==> config.mk <==
export PLATFORM = sky130hd
export DESIGN_NAME = imem_loader
export DESIGN_NICKNAME = d
export VERILOG_FILES = /design/src/rtl/mips_pkg.sv /design/src/rtl/imem_opcheck.sv /design/src/rtl/imem_loader.sv
export SDC_FILE = /design/constraint.sdc
export NUM_CORES = 1
export LEC_CHECK = 0
export CAP_MARGIN = 20
export CORE_MARGIN = 2
export CORE_UTILIZATION = 30
export CTS_CLUSTER_DIAMETER = 40
export DETAILED_ROUTE_END_ITERATION = 8
export GPL_TIMING_DRIVEN = 0
export PLACE_DENSITY_LB_ADDON = 0.25
export SKIP_LAST_GASP = 1
export SLEW_MARGIN = 5
export SYNTH_ARGS = -nofsm -noshare
export SYNTH_HDL_FRONTEND = slang
export SYNTH_SLANG_ARGS = --single-unit
==> constraint.sdc <==
create_clock -name clkLOW -period 5 [get_ports clkLOW]
set_input_delay 0.75 -clock clkLOW [delete_from_list [all_inputs] [get_ports clkLOW]]
set_output_delay 0.75 -clock clkLOW [all_outputs]
set_load 0.01 [all_outputs]
==> src/rtl/mips_pkg.sv <==
// Shared MIPS definitions: legal opcodes, the NOOP instruction word and the
// instruction-memory loader state encoding.
package mips_pkg;

  localparam logic [5:0] OP_RTYPE = 6'b000001;
  localparam logic [5:0] OP_MVI   = 6'b101100;
  localparam logic [5:0] OP_SW    = 6'b101011;
  localparam logic [5:0] OP_LW    = 6'b100011;
  localparam logic [5:0] OP_BNZ   = 6'b000111;
  localparam logic [5:0] OP_NOOP  = 6'b111111;

  localparam logic [31:0] NOOP_WORD = 32'hFC00003F;

  typedef enum logic [1:0] {
    IDLE  = 2'd0,
    LOAD  = 2'd1,
    FLUSH = 2'd2,
    RUN   = 2'd3
  } loader_state_e;

  function automatic logic opcode_legal(input logic [5:0] op);
    logic legal;
    case (op)
      OP_RTYPE, OP_MVI, OP_SW, OP_LW, OP_BNZ, OP_NOOP: legal = 1'b1;
      default:                                         legal = 1'b0;
    endcase
    return legal;
  endfunction

endpackage

==> src/rtl/imem_opcheck.sv <==
// Opcode legality check with NOOP substitution for illegal words.
// Only compiled when IMEM_OPCHECK_EN is defined.
`ifdef IMEM_OPCHECK_EN
module imem_opcheck #(
  parameter int unsigned DW = 32
) (
  input  logic [DW-1:0] word_in,
  output logic [DW-1:0] word_out,
  output logic          illegal
);
  import mips_pkg::*;

  always_comb begin
    illegal  = !opcode_legal(word_in[DW-1:DW-6]);
    word_out = illegal ? DW'(NOOP_WORD) : word_in;
  end

endmodule
`endif

==> src/rtl/imem_loader.sv <==
// Copies the instruction FIFO into instruction memory from address 0 and holds
// the pipeline in reset until loading ends (idle timeout or memory full).
// Optional opcode checking is enabled with IMEM_OPCHECK_EN.
module imem_loader #(
  parameter int unsigned AW           = 5,
  parameter int unsigned DW           = 32,
  parameter int unsigned IDLE_TIMEOUT = 8
) (
  input  logic          clkLOW,
  input  logic          rst,
  input  logic          load_req,
  input  logic          fifo_empty,
  input  logic [DW-1:0] fifo_dout,
  output logic          fifo_rd_en,
  output logic          imem_we,
  output logic [AW-1:0] imem_addr,
  output logic [DW-1:0] imem_wdata,
  output logic          pipe_hold,
  output logic          load_done,
  output logic [AW:0]   word_count,
  output logic          illegal_op
);
  import mips_pkg::*;

  localparam int unsigned TW           = $clog2(IDLE_TIMEOUT + 1);
  localparam logic [AW:0] DEPTH_W      = {1'b1, {AW{1'b0}}};
  localparam logic [AW:0] LAST_W       = {1'b0, {AW{1'b1}}};
  localparam logic [TW-1:0] TIMEOUT_LAST = TW'(IDLE_TIMEOUT - 1);

  loader_state_e state, state_next;
  logic [TW-1:0] timer;
  logic          pop;
  logic          start;
  logic [DW-1:0] write_word;
  logic          write_illegal;

`ifdef IMEM_OPCHECK_EN
  imem_opcheck #(.DW(DW)) u_opcheck (
    .word_in  (fifo_dout),
    .word_out (write_word),
    .illegal  (write_illegal)
  );
`else
  assign write_word    = fifo_dout;
  assign write_illegal = 1'b0;
`endif

  always_comb begin
    state_next = state;
    pop        = 1'b0;
    start      = 1'b0;
    case (state)
      IDLE: begin
        if (load_req) begin
          state_next = LOAD;
          start      = 1'b1;
        end
      end
      LOAD: begin
        pop = !fifo_empty && (word_count < DEPTH_W);
        // The timer only runs once something is loaded, so an empty start waits forever.
        if (pop && (word_count == LAST_W)) begin
          state_next = FLUSH;
        end else if (!pop && (word_count != '0) && (timer == TIMEOUT_LAST)) begin
          state_next = FLUSH;
        end
      end
      FLUSH: state_next = RUN;
      RUN: begin
        if (load_req) begin
          state_next = LOAD;
          start      = 1'b1;
        end
      end
      default: state_next = IDLE;
    endcase
  end

  assign fifo_rd_en = pop;
  assign pipe_hold  = (state != RUN);
  assign load_done  = (state == RUN);

  always_ff @(posedge clkLOW) begin
    if (rst) begin
      state      <= IDLE;
      imem_we    <= 1'b0;
      imem_addr  <= '0;
      imem_wdata <= '0;
      word_count <= '0;
      timer      <= '0;
      illegal_op <= 1'b0;
    end else begin
      state   <= state_next;
      imem_we <= pop;
      if (start) begin
        word_count <= '0;
        timer      <= '0;
        illegal_op <= 1'b0;
      end else if (pop) begin
        imem_addr  <= word_count[AW-1:0];
        imem_wdata <= write_word;
        word_count <= word_count + (AW+1)'(1);
        timer      <= '0;
        if (write_illegal) begin
          illegal_op <= 1'b1;
        end
      end else if ((state == LOAD) && (word_count != '0)) begin
        timer <= timer + TW'(1);
      end
    end
  end

endmodule

==> impl_metrics.csv <==
group,metric,value,unit
run_status,status,"completed",
synth,synth_edf_count,0,
placed_design,dpl_worst_slack,1.86,ns
pwr,power.density,350,nW/um^2
placed_design,dpl.hpwl,3.51,mm
global_route,grt_max_degree,16,
placed_design,io_buffers,81,
synth,syn-cell-area,1980,sq um
cts,cts.repair.resized,0,
cts,cts_root_buffer,"clkbuf_8",
synth,synthCells,240,
routing,dr.pass1.iters,4,
critical_path,cp.depth,5,
timing,fmax,319,MHz
synth,synth_nets,282,
synth,seq_area_frac_synth,0.504,
cts,cts_max_level,2,
critical_path,r2r_slack,2.98,ns
global_route,grt_pass1_vias,1709,
timing,worst_pin_slew,0.556,ns
final_layout,layout-drive-gt1-share,0.0669,
routing,wl_per_cell,12.2,um
cts,clk_latency,0.30,ns
floorplanning,rows,29,
global_route,grt_pass1_wl,7.87,mm
cts,clockBufferDepth,2,
routing,wl,4.94,mm
cts,cts_tree,"built",
job,maxCapViolations,0,
synth,yosysTopAreaCell,"dfxtp_1",
timing,holdWs,0.454,ns
critical_path,arrival,2.38,ns
synth,netlist_top_cells_area,"dfxtp_1 (50%), nand2_1 (16%), a21oi_1 (10%), ha_1 (3.8%), xor2_1 (2.2%)",
timing,setup_viol,0,
timing,post-route-period-util,0.627,
critical_path,crit_path_end,"fifo_rd_en",
critical_path,crit_path_end_kind,"output port",
timing,tns,0,ns
critical_path,crit_path_top_delay_cell,"clkdlybuf4s50_1",
pwr,ir_drop,145,uV
cts,path_clk_slew,0.09,ns
timing,final.setup_skew,0.00642,ns
synth,synth_cell_types,35,
floorplanning,die_w,85.3,um
critical_path,cp_max_fo,7,
timing,slew_viol_final,0,
floorplanning,initial_core_util,0.311,
routing,drcViolationCount,0,
routing,vias_per_cell,4.50,
cts,post-cts-setup-buffers,0,
critical_path,timing.critical_path.buf_inv,4,
critical_path,crit_chain,"clkdlybuf4s50_1 -> or3b_1 -> buf_2 -> clkinv_1 -> clkdlybuf4s50_1",
synth,synthMuxAreaShare,0.0107,
critical_path,crit_path_frequent_cell,"clkdlybuf4s50_1",
synth,syn_area_per_cell,8.27,sq um
floorplanning,die_y,85.3,um
global_route,grt_overflow,0,
synth,ys.flop_type,"dfxtp_1",
global_route,grt_usage,0.134,
critical_path,rr_endpoint,"imem_wdata[3]$_SDFFE_PP0P_",
synth,yosysWarnings,0,
synth,synth_xor_area_frac,0.0221,
routing,detail-route-antenna-nets,0,
synth,synth_simple_gate_area_frac,0.223,
critical_path,reg2reg_from,"state[1]$_SDFFE_PP0P_",
final_layout,nets,370,
final_layout,layout_commonest_cell,"nand2_1",
final_layout,area_delta_synth_final,51.3,%
critical_path,cpLargestDelayFamily,"buffers and inverters",
floorplanning,io_pins,84,
worst_hold_path,min_path_type,"reg -> reg",
synth,synth_compound_gate_area_share,0.149,
routing,vias,1828,
cts,ctsHoldBuffers,0,
timing,finalHoldViolations,0,
synth,synth_top_area_frac,0.504,
floorplanning,coreArea,6390,sq um
synth,ys_ff_latch,50,
global_route,antenna_found_initial,0,
critical_path,r2r_cells,9,
synth,synth_fa_ha_area_frac,0.0378,
critical_path,cp-start-kind,"primary input",
floorplanning,die-area,7280,sq um
timing,fin_crit,3.13,ns
synth,async_flop_share,0,
critical_path,crit_path_start,"fifo_empty",
critical_path,critPathMaxStageDelay,0.56,ns
cts,numCtsBuffers,5,
timing,rsz0062_at_grt,"false",
routing,drtIter0Drc,69,
timing,relSlewSlack,0.630,
critical_path,crit_required,4.25,ns
timing,setup_slack,1.87,ns
placed_design,gp_congestion,0.782,
cts,cts.sinks,50,
final_layout,diodes,0,
pwr,power.leakage,1.05,nW
critical_path,worst-setup-path-type,"in -> out",
final_layout,final_cell_mix,"nand2_1 (83), clkdlybuf4s50_1 (81), dfxtp_1 (50), a21oi_1 (41), nor2_1 (10)",
synth,synth_top_family_by_area,"simple AND/OR/NAND/NOR gates",
## registers in the layout (all words and copies together) (netlist names)
register / cells
imem_we: 1
word_count: 6
imem_wdata: 32
imem_addr: 5
state: 2
timer: 4
## per-layer routing
metal  up-vias  share of wire  track usage  routed length, um
met3         4          0.065       0.0399                322
met5         -              0            0                  0
met1       810           0.48        0.171               2360
li1        956              -            -                  -
met4         0          0.011       0.0433                 55
met2        58           0.45        0.217               2200
## report_power, final
part | switching, mW | leakage, nW | internal (mW)
combinational | 0.151 | 0.596 | 0.153
clock | 0.135 | 0.0514 | 0.149
sequential | 0.0225 | 0.405 | 0.438
## logic make-up (layout without fill, tap and decap cells)
logic type | Yosys count | count (layout)
compound gates | 51 | 51
xor+xnor | 5 | 5
simple gates | 106 | 106
fa+ha+maj | 6 | 6
flops | 50 | 50
other cells | 1 | 1
mux | 2 | 2
buf+inv | 19 | 108
## cells in the mapped netlist, drive strengths merged, types with 2 or more instances
master,count
nand2,84
dfxtp,50
a21oi,42
nor2,10
buf,8
clkbuf,6
ha,6
xor2,5
inv,4
nand3,2
nand4,2
nor2b,2
o211ai,2
o21ai,2
## per-stage QoR
stage	area [sq um]	util	cells	power, mW
after floorplan	1980	-	240	0.635
after global placement	2890	0.453	398	0.772
after detailed placement	2890	0.453	398	0.775
after CTS	3000	0.470	406	1.06
after global routing	3000	0.470	406	1.11
final	3000	0.470	406	1.05
## worst min-delay path, delay by kind of cell (launching register included)
family / cells / cell delay (ns)
flip-flops: 1 / 0.32
AND/OR/NAND/NOR: 1 / 0.05
AO/OA/AOI/OAI: 1 / 0.05
## final cells by class
cell class	instances	area [sq um]
clock buffers	6	72.6
well taps	77	96.3
multi-input cells	171	881
fillers	632	3380
clock inverters	2	37.5
flip-flops and latches	50	1000
plain buffers	14	83.8
inverters	5	18.8
repair buffers	81	811
## how the worst min path moves through the flow
stage	endpoint	startpoint	cells past startpoint
floorplan	timer[3]$_SDFFE_PP0P_	timer[3]$_SDFFE_PP0P_	2
global placement	imem_addr[1]$_SDFFE_PP0P_	imem_addr[1]$_SDFFE_PP0P_	2
detailed placement	imem_wdata[22]$_SDFFE_PP0P_	imem_wdata[22]$_SDFFE_PP0P_	2
CTS	imem_wdata[22]$_SDFFE_PP0P_	imem_wdata[22]$_SDFFE_PP0P_	2
global route	imem_addr[4]$_SDFFE_PP0P_	imem_addr[4]$_SDFFE_PP0P_	2
finish	imem_wdata[22]$_SDFFE_PP0P_	imem_wdata[22]$_SDFFE_PP0P_	2
Power figures use the tool's default switching activity.
